--- config.mk ---
export PLATFORM = sky130hd
export DESIGN_NAME = std_fifo
export DESIGN_NICKNAME = d
export VERILOG_FILES = /design/src/rtl/std_fifo_pkg.sv /design/src/rtl/fifo_mem.sv /design/src/rtl/std_fifo.sv
export SDC_FILE = /design/constraint.sdc
export NUM_CORES = 1
export LEC_CHECK = 0
export ABC_AREA = 0
export ABC_CLOCK_PERIOD_IN_PS = 3830
export CORE_MARGIN = 3
export CORE_UTILIZATION = 40
export CTS_BUF_LIST = sky130_fd_sc_hd__clkbuf_8 sky130_fd_sc_hd__clkbuf_16
export CTS_CLUSTER_DIAMETER = 60
export CTS_CLUSTER_SIZE = 10
export DETAILED_ROUTE_END_ITERATION = 16
export GPL_TIMING_DRIVEN = 0
export PLACE_DENSITY = 0.58
export REMOVE_ABC_BUFFERS = 1
export SYNTH_ARGS = -nofsm -noshare
export SYNTH_HDL_FRONTEND = slang
export SYNTH_SLANG_ARGS = --single-unit
--- constraint.sdc ---
create_clock -name clk -period 3.83 [get_ports clk]
set_input_delay 0.383 -clock clk [delete_from_list [all_inputs] [get_ports clk]]
set_output_delay 0.383 -clock clk [all_outputs]
set_load 0.005 [all_outputs]
--- src/rtl/std_fifo_pkg.sv ---
// Shared helpers for std_fifo: ceiling log2 used to size pointers and the occupancy count.
// Pure elaboration-time function; no latency, no flow control.
package std_fifo_pkg;

  function automatic int unsigned clog2(input int unsigned n);
    int unsigned r;
    r = 0;
    for (int i = 0; i < 32; i++) begin
      if ((64'd1 << i) < 64'(n)) r = 32'(i) + 32'd1;
    end
    return r;
  endfunction

endpackage

--- src/rtl/fifo_mem.sv ---
// WIDTH x DEPTH storage: one write port, one registered read port (block-RAM style).
// Read data appears the cycle after rd_en_i; holds otherwise; no flow control of its own.
module fifo_mem #(
  parameter int unsigned WIDTH = 32,
  parameter int unsigned DEPTH = 32,
  parameter int unsigned AW    = 5
) (
  input  logic             clk_i,
  input  logic             rst_n_i,
  input  logic             wr_en_i,
  input  logic [AW-1:0]    wr_addr_i,
  input  logic [WIDTH-1:0] wr_dat_i,
  input  logic             rd_en_i,
  input  logic [AW-1:0]    rd_addr_i,
  output logic [WIDTH-1:0] rd_dat_o
);

  logic [WIDTH-1:0] mem_q [DEPTH];
  logic [WIDTH-1:0] rd_dat_q;

  // Array left unreset so it maps onto RAM primitives.
  always_ff @(posedge clk_i) begin
    if (wr_en_i) mem_q[wr_addr_i] <= wr_dat_i;
  end

  always_ff @(posedge clk_i) begin
    if (!rst_n_i) begin
      rd_dat_q <= '0;
    end else if (rd_en_i) begin
      rd_dat_q <= mem_q[rd_addr_i];
    end
  end

  assign rd_dat_o = rd_dat_q;

endmodule

--- src/rtl/std_fifo.sv ---
// Synchronous FIFO; q valid one cycle after pop; push dropped when full unless popping, pop ignored when empty.
// Define STD_FIFO_ERROR_CHECK_EN to print simulation ERROR messages on overflow/underflow attempts.
module std_fifo
  import std_fifo_pkg::*;
#(
  parameter int unsigned WIDTH              = 32,
  parameter int unsigned DEPTH              = 32,
  parameter int unsigned ALMOST_FULL_COUNT  = 16,
  parameter int unsigned ALMOST_EMPTY_COUNT = 1
) (
  input  logic                  rst,
  input  logic                  clk,
  input  logic                  push,
  input  logic                  pop,
  input  logic [WIDTH-1:0]      d,
  output logic [WIDTH-1:0]      q,
  output logic                  full,
  output logic                  empty,
  output logic [clog2(DEPTH):0] count,
  output logic                  almost_empty,
  output logic                  almost_full
);

  localparam int unsigned AW = clog2(DEPTH);
  localparam int unsigned CW = AW + 1;
  localparam logic [CW-1:0] DEPTH_C = CW'(DEPTH);
  localparam logic [CW-1:0] AF_C    = CW'(ALMOST_FULL_COUNT);
  localparam logic [CW-1:0] AE_C    = CW'(ALMOST_EMPTY_COUNT);

  logic [AW-1:0] wr_ptr_q, wr_ptr_d;
  logic [AW-1:0] rd_ptr_q, rd_ptr_d;
  logic [CW-1:0] count_q, count_d;
  logic          do_push, do_pop;

  assign full         = (count_q == DEPTH_C);
  assign empty        = (count_q == '0);
  assign almost_empty = (count_q <= AE_C);
  assign almost_full  = (count_q >= AF_C);
  assign count        = count_q;

  // A simultaneous pop frees the slot, so push while full is still accepted then.
  assign do_push = push && (!full || pop);
  assign do_pop  = pop && !empty;

  always_comb begin
    wr_ptr_d = wr_ptr_q;
    rd_ptr_d = rd_ptr_q;
    count_d  = count_q;
    if (do_push) wr_ptr_d = wr_ptr_q + 1'b1;
    if (do_pop)  rd_ptr_d = rd_ptr_q + 1'b1;
    case ({do_push, do_pop})
      2'b10:   count_d = count_q + 1'b1;
      2'b01:   count_d = count_q - 1'b1;
      default: count_d = count_q;
    endcase
  end

  always_ff @(posedge clk) begin
    if (!rst) begin
      wr_ptr_q <= '0;
      rd_ptr_q <= '0;
      count_q  <= '0;
    end else begin
      wr_ptr_q <= wr_ptr_d;
      rd_ptr_q <= rd_ptr_d;
      count_q  <= count_d;
    end
  end

  fifo_mem #(
    .WIDTH (WIDTH),
    .DEPTH (DEPTH),
    .AW    (AW)
  ) u_mem (
    .clk_i     (clk),
    .rst_n_i   (rst),
    .wr_en_i   (do_push && rst),
    .wr_addr_i (wr_ptr_q),
    .wr_dat_i  (d),
    .rd_en_i   (do_pop),
    .rd_addr_i (rd_ptr_q),
    .rd_dat_o  (q)
  );

`ifdef STD_FIFO_ERROR_CHECK_EN
  always @(posedge clk) begin
    if (rst && push && full && !pop)
      $display("ERROR: %m push while full, data dropped");
    if (rst && pop && empty)
      $display("ERROR: %m pop while empty, ignored");
  end
`endif

endmodule

==> results.sh <==
export IMPL_hold_viol_final=0
export IMPL_core_sq_um=101000
export IMPL_track_usage_pct=18.4
export IMPL_htreeDepth=3
export IMPL_final_area_sq_um=48100
export IMPL_std_cell_rows=116
export IMPL_synthFlopType="edfxtp_1"
export IMPL_clk_pin_slew_worst_paths_ns=0.05
export IMPL_p_leak_uw=0.0148
export IMPL_fin_skew_ns=0.0305
export IMPL_cts_sinks=1072
export IMPL_synth_mux_area_share_pct=13.7
export IMPL_numCtsBuffers=117
export IMPL_first_global_vias=21000
export IMPL_seq_area_sq_um=31700
export IMPL_critPathBufInv=2
export IMPL_clkLatencyLatePin_ns=0.68
export IMPL_area_growth_pct=17.7
export IMPL_antenna_found_initial=1
export IMPL_synth_edf_count=1024
export IMPL_ios=78
export IMPL_wl_per_cell_um=27.8
export IMPL_synth_xor_area_share_pct=0.214
export IMPL_synth_cell_types=54
export IMPL_max_clock_path_buffers=3
export IMPL_maxCapViolCount=0
export IMPL_fill_cells=8284
export IMPL_portBuffers=77
export IMPL_synth_simple_area_share_pct=1.91
export IMPL_worst_path_max_fanout=13
export IMPL_rsz0062_at_grt="no"
export IMPL_vias=20100
export IMPL_final_max_slew_viol_count=0
export IMPL_outcome="completed"
export IMPL_cts_tree="built"
export IMPL_synth_cells=1967
export IMPL_num_antenna_cells=0
export IMPL_cts_root_buffer="clkbuf_16"
export IMPL_endpoint_kind="flip-flop"
export IMPL_cp_slowest_stage_delay_ns=0.74
export IMPL_slew_headroom_pct=11.6
export IMPL_place_gp_congestion=0.709
export IMPL_start_util_pct=40.6
export IMPL_grt_ovfl_total=0
export IMPL_synth_top_family_by_area="multiplexers"
export IMPL_holdWs_ns=0.470
export IMPL_grt_max_degree=51
export IMPL_ys_seq_elements=1072
export IMPL_ys_seq_area_share_pct=77.5
export IMPL_synth_compound_area_share_pct=4.72
export IMPL_final_util_pct=47.8
export IMPL_crit_slowest_cell="nor2_4"
export IMPL_dr_first_iter_drc_count=1796
export IMPL_worstMarginPinSlew_ns=1.32
export IMPL_synth_fa_ha_area_share_pct=0.275
export IMPL_syn_mean_instance_area_sq_um=20.8
export IMPL_fin_nets=2176
export IMPL_finalCriticalPeriod_ns=3.59
export IMPL_grt_pass1_wl_um=143000
export IMPL_power_density_nw_per_um2=578
export IMPL_peakVddDrop_uv=399
export IMPL_ys_warnings_count=0
export IMPL_setup_viol=0
export IMPL_multi_input_area_sq_um=8800
export IMPL_critPathTopFamily="simple AND/OR/NAND/NOR gates"
export IMPL_synthArstFlopShare_pct=0
export IMPL_ant_nets=0
export IMPL_die_width_um=326
export IMPL_dp_hpwl_um=59800
export IMPL_layout_commonest_cell="edfxtp_1"
export IMPL_cp_arrival_ns=3.96
export IMPL_placed_cell_area_sq_um=44400
export IMPL_fin_crit_sh_pct=93.8
export IMPL_hp_class="flip-flop to flip-flop"
export IMPL_die_h_um=326
export IMPL_syn_area_sq_um=40900
export IMPL_critPathKind="flip-flop to flip-flop"
export IMPL_vias_per_cell=5.61
export IMPL_wl_um=99600
export IMPL_layout_drive_gt1_share_pct=20.6
export IMPL_dr_pass1_iters=7
export IMPL_crit_required_ns=4.20
export IMPL_dieArea_sq_um=106000
export IMPL_cp_start_kind="flip-flop"
export IMPL_mostFrequentLayoutCells="edfxtp_1 (1024), mux2i_1 (163), mux4_2 (158)"
export IMPL_crit_path_cell_trace="inv_1 > ha_1 > or4b_1 > o31a_1 > nand3_1 > nor2_4 > buf_16"
export IMPL_drc=0
export IMPL_max_freq_ghz=0.278
final cells by class:
| type | instances | area share, % |
|---|---|---|
| Clock buffer | 117 | 6.08 |
| Tap cell | 1357 | 3.53 |
| Sequential cell | 1072 | 65.9 |
| Clock inverter | 94 | 1.01 |
| Multi-Input combinational cell | 769 | 18.3 |
| Timing Repair Buffer | 163 | 5.13 |
| Inverter | 8 | 0.0624 |
routing by layer:
| metal | share of wire (%) | wire length [um] | global-route usage, % |
|---|---|---|---|
| met1 | 42 | 41900 | 24.8 |
| met3 | 5.2 | 5220 | 2.71 |
| met4 | 2.3 | 2260 | 5.28 |
| met2 | 50 | 50300 | 31.2 |
| met5 | 0 | 0 | 0 |
synthesized netlist by cell type, types with 2 or more instances:
cell	instances	area share, %
buf_4	16	0.29
a22oi_1	62	1.1
buf_2	22	0.27
buf_6	12	0.33
nand4b_1	2	0.043
o22a_1	62	1.3
xnor2_1	4	0.086
nand2_1	36	0.33
mux2_2	31	0.85
mux2i_1	163	4.0
nor2b_1	2	0.031
dfxtp_1	48	2.3
nand3b_1	4	0.073
mux4_1	2	0.13
edfxtp_1	1024	75
inv_1	7	0.064
clkbuf_8	3	0.10
o2111ai_1	32	0.69
a32o_1	32	0.78
xor2_1	6	0.13
buf_1	7	0.064
and2_1	2	0.031
or3_1	3	0.046
clkbuf_1	58	0.53
o21a_1	2	0.037
a21oi_1	36	0.44
o22ai_1	3	0.046
nand3_2	2	0.049
or2_2	2	0.031
mux4_2	158	8.7
or3b_2	4	0.086
nand3_1	6	0.073
ha_1	9	0.28
nand4_1	31	0.47
o21ai_0	4	0.049
nor3_1	2	0.024
a22o_1	2	0.043
nor2_1	50	0.46
through the flow:
stage          std cells  setup WS, ns  total power, uW  TNS (ns)
6_report            3580         0.238            27800         0
3_3_place_gp        3282        -16.88            16000  -2578.61
3_5_place_dp        3342      -0.00719            18200   -0.0551
4_1_cts             3553      -0.00679            28100   -0.0163
2_1_floorplan       1848        -11.00            15400   -381.34
5_1_grt             3580        0.0889            28900         0
cell families after synthesis:
group | count (synthesis)
buffers and inverters | 127
xor gates and xnor gates | 10
DFF | 1072
and+or+nand+nor | 153
muxes | 354
adders and majority gates | 9
AOI/OAI and AO/OA | 242
worst reg2reg max path, delay by kind of cell, from the launching register on:
kind                       cells  cell delay [ns]
AOI/OAI and AO/OA              1             0.39
adders and majority gates      1             0.25
buffers and inverters          2             0.33
DFF                            1             0.47
and+or+nand+nor                3             1.81
power by group:
group / switching (uW) / internal [uW]
combinational: 2230 / 2470
clock: 4380 / 5500
sequential: 211 / 13000
total: 6820 / 21000
path summary, 6_finish.rpt:
kind,startpoint,to,slack [ns],cells past startpoint
worst min register to register,u_mem.rd_dat_o[29],u_mem.rd_dat_o[29],0.47,1
worst max register to register,count[0],u_mem.mem_q[30][12],0.24,7
worst min-delay path,u_mem.rd_dat_o[29],u_mem.rd_dat_o[29],0.47,1
worst max-delay path,count[0],u_mem.mem_q[30][12],0.24,7
registers in the layout (all words and copies together) (netlist names):
register and count:
count 6, u_mem.mem_q 1024, rd_ptr_q 5, u_mem.rd_dat_o 32
wr_ptr_q 5
what timing repair did:
action | CTS | global route
gates cloned | 0 | 1
setup buffers | 0 | 26
pin swaps | 1 | 11
endpoints found under the setup margin | 12 | 247
hold buffers | 0 | 0
gates resized for setup | 1 | 1
No activity file was read; power rests on OpenSTA's default activity.
